===== src/rtl/common_fifo_reader_skid.sv =====
// Drains a show-ahead FIFO into a registered valid/ready stream.
// A two-entry main/skid stage keeps fifo_ren independent of dout_ready.
module common_fifo_reader_skid #(
   parameter int FIFO_WIDTH = 1
) (
   input  logic                  clk,
   input  logic                  reset,
   input  logic [FIFO_WIDTH-1:0] fifo_dout,
   input  logic                  fifo_empty,
   output logic                  fifo_ren,
   output logic [FIFO_WIDTH-1:0] dout,
   output logic                  dout_valid,
   input  logic                  dout_ready,
   input  logic                  flush,
   output logic [1:0]            stage_count
);

   localparam logic [1:0] EMPTY = 2'd0;
   localparam logic [1:0] ONE   = 2'd1;
   localparam logic [1:0] TWO   = 2'd2;

   logic [1:0]            state;
   logic [FIFO_WIDTH-1:0] main_q;
   logic [FIFO_WIDTH-1:0] skid_q;
   logic                  pop;
   logic                  take;

   // Popping depends only on occupancy, so the consumer's ready never reaches the FIFO
   assign fifo_ren    = ~reset & ~fifo_empty & ~flush & (state != TWO);
   assign pop         = fifo_ren;
   assign take        = dout_valid & dout_ready;
   assign dout        = main_q;
   assign dout_valid  = (state != EMPTY);
   assign stage_count = state;

   always_ff @(posedge clk or posedge reset) begin
      if (reset) begin
         state  <= EMPTY;
         main_q <= '0;
         skid_q <= '0;
      end else if (flush) begin
         state <= EMPTY;
      end else begin
         case (state)
            EMPTY: begin
               if (pop) begin
                  main_q <= fifo_dout;
                  state  <= ONE;
               end
            end
            ONE: begin
               if (pop && take) begin
                  main_q <= fifo_dout;
               end else if (pop) begin
                  skid_q <= fifo_dout;
                  state  <= TWO;
               end else if (take) begin
                  state <= EMPTY;
               end
            end
            TWO: begin
               // The skid entry is older than anything still in the FIFO
               if (take) begin
                  main_q <= skid_q;
                  state  <= ONE;
               end
            end
            default: state <= EMPTY;
         endcase
      end
   end

endmodule

===== config.mk =====
export PLATFORM = sky130hd
export DESIGN_NAME = common_fifo_reader_skid
export DESIGN_NICKNAME = d
export VERILOG_FILES = /design/src/rtl/common_fifo_reader_skid.sv
export SDC_FILE = /design/constraint.sdc
export NUM_CORES = 1
export LEC_CHECK = 0
export ABC_CLOCK_PERIOD_IN_PS = 1100
export CAP_MARGIN = 5
export CORE_AREA = 5 5 42 44
export CTS_CLUSTER_SIZE = 25
export DETAILED_ROUTE_END_ITERATION = 8
export DIE_AREA = 0 0 47 49
export GPL_TIMING_DRIVEN = 0
export PLACE_DENSITY_LB_ADDON = 0.08
export SYNTH_ARGS = -nofsm -noshare
export SYNTH_HDL_FRONTEND = slang
export SYNTH_SLANG_ARGS = --single-unit

===== constraint.sdc =====
create_clock -name clk -period 1.1 [get_ports clk]
set_input_delay 0.22 -clock clk [delete_from_list [all_inputs] [get_ports clk]]
set_output_delay 0.22 -clock clk [all_outputs]
set_load 0.005 [all_outputs]

==> results.yml <==
route:
  routed-via-count: 265
  vias_per_cell: 4.344
  antenna_left: 0
  first_pass_iters: 1
  dr_wl_met2_um: 374
  drt_iter0_markers: 0
  wl_per_cell_um: 11.70
  top_layer_used: "met3"
  drc: 0
  drt_wl_total_um: 714
  wl_met3_um: 47
  drt-met1-wl_um: 292
timing:
  setup_violations: 8
  maxSlewViolCount: 0
  hold_violations: 0
  rsz0062_at_grt: "true"
  timing.fmax_mhz: 733.9
  fin_ws_ns: -0.2626
  whs_ns: 0.1157
  relSlewSlack_pct: 80.78
  fin_crit_sh_pct: 123.9
  finClkSkew_ns: 0.006139
  min_period_ns: 1.363
  worst_pin_slew_ns: 0.2879
yosys:
  synth_area_per_cell_um2: 10.17
  synth_cell_types: 17
  syn_inst: 24
  syn_area_um2: 244.0
  ys_ff_latch: 4
  synth_fp_nets: 30
  yosysSeqAreaShare_pct: 41.03
  yosys_warnings: 0
clock_network:
  cts_buffers: 3
  cts_tree: "yes"
  clk_path_buf_depth: 2
  path_clk_slew_ns: 0.04
  clockRootBuffer: "clkbuf_4"
  clkSinkCount: 4
  htree_levels: 1
  insertion_delay_ns: 0.23
  hold_buffers: 0
die:
  die_x_um: 47
  core-area_mm2: 0.001401
  die-area_mm2: 0.002303
  start_util_pct: 17.41
  die_h_um: 49
  row_count: 14
  ios: 11
status:
  outcome: "finished, violations left"
  violations: "negative setup slack"
pwr:
  p_leak_nw: 0.2362
  p_per_area_mw_per_mm2: 1046
  power_mw: 0.5066
  vdd.ir_drop.worst_uv: 511.4
layout:
  area_delta_synth_final_pct: 98.46
  multi_input_area_um2: 172.7
  layout.cells.non_filler: 61
  nets: 52
  seq_area_um2: 101.3
  design_area_um2: 484.2
  nFillCells: 157
  drive_above_1_share_pct: 53.33
  n_antenna_cell: 0
global_route:
  grt_pass1_vias: 253
  track_usage_pct: 6.144
  antenna_found_initial: 0
  grt_max_degree: 7
  grt_pass1_wl_um: 1014
  grt_overflow: 0
worst_setup_path:
  arrival_ns: 1.46
  reg2regPathDepth: 4
  crit_path_start_kind: "flip-flop"
  worst-setup-path-type: "flip-flop to flip-flop"
  crit_path_end_kind: "flip-flop"
  crit_fanout: 5
  cp.required_ns: 1.20
placed_design:
  place_ws_ns: -0.7038
  dp_hpwl_um: 478.8
  place.gp.congestion: 0.6588
  placed_cell_area_um2: 372.9
  port_buffers: 10
  place_inst: 50
hold_path:
  hold_path.class: "primary input to asynchronous set/reset pin"
flow_run:
  maxCapViolations: 0
[area by class of cell]
type	instances	area share, %
Clock buffer	4	5.426
Inverter	1	0.7752
Multi-Input combinational cell	19	35.66
Sequential cell	4	20.93
Tap cell	16	4.134
Timing Repair Buffer	17	33.08
[synth_stat cells]
| library cell | count | area (um2) |
|---|---|---|
| nor4_1 | 1 | 6.260 |
| nor2b_1 | 1 | 6.260 |
| a21oi_1 | 2 | 10.01 |
| or2_2 | 1 | 6.260 |
| nor3_2 | 1 | 10.01 |
| nand3b_1 | 2 | 15.01 |
| mux2i_1 | 2 | 20.02 |
| o21ai_0 | 1 | 5.000 |
| o31ai_1 | 1 | 7.510 |
| nor3_1 | 1 | 5.000 |
| o41a_1 | 1 | 11.26 |
| nor2_1 | 2 | 7.510 |
| o22a_2 | 1 | 10.01 |
| and2b_2 | 1 | 8.760 |
| mux2_2 | 1 | 11.26 |
| dfrtp_1 | 4 | 100.1 |
| inv_1 | 1 | 3.750 |
[placed cells by master (no fill, tap or decap), types with 2 or more instances in the layout]
master / instances
buf_6: 4
buf_4: 4
clkbuf_4: 3
dfrtp_1: 3
dlymetal6s2s_1: 3
nor2_1: 2
mux2i_1: 2
nand3b_1: 2
dlygate4sd2_1: 2
buf_2: 2
[critical path: stages, from the launching register on]
cell and delay [ns]:
dfrtp_2 0.41, buf_6 0.13, o41a_1 0.46, o21ai_2 0.14
o31ai_2 0.08
[power by group]
part | internal (mW) | switching (mW) | total [mW]
clock | 0.136 | 0.0581 | 0.194
combinational | 0.0824 | 0.0552 | 0.138
sequential | 0.166 | 0.00945 | 0.175
total | 0.384 | 0.123 | 0.507
[flip-flops by register name, summed over array words and instances (netlist names)]
signal and flops:
dout 1, stage_count 2, skid_q 1
[metal layers]
layer / global-route usage (%) / up-vias
li1: - / 134
met1: 6.652 / 126
met2: 9.502 / 5
met3: 2.214 / 0
met4: 4.147 / 0
met5: 0 / -
[stage by stage]
step | util, % | setup TNS [ns]
floorplan | - | -0.07170
global placement | 26.61 | -2.573
detailed placement | 26.61 | -2.640
CTS | 30.89 | -1.371
global route | 34.55 | -1.470
finish | 34.55 | -1.133
[kinds of logic (layout without fill, tap and decap cells)]
logic type | count (synthesis) | count (layout) | synth area share (%)
AO/OA/AOI/OAI | 6 | 6 | 17.95
buffers and inverters | 1 | 22 | 1.537
multiplexers | 3 | 3 | 12.82
AND/OR/NAND/NOR | 10 | 10 | 26.67
flip-flops | 4 | 4 | 41.03
[what timing repair did]
action | 4_1_cts | 5_1_grt
hold endpoints to repair | 0 | 0
endpoints found under the setup margin | 9 | 8
gates resized for setup | 15 | 12
setup buffers | 5 | 2
pin swaps | 1 | 3
[path summary, 6_finish.rpt]
| check | startpoint | end | slack [ns] |
|---|---|---|---|
| setup / recovery | stage_count[1] | dout | -0.26 |
| hold / removal | reset | stage_count[0] | 0.12 |
| max in group asynchronous | reset | stage_count[1] | 0.82 |
| min in group clk | dout_ready | stage_count[1] | 0.32 |
| setup reg to reg | stage_count[1] | dout | -0.26 |
| hold reg to reg | dout | dout | 0.50 |
No activity file was read; power rests on OpenSTA's default activity.
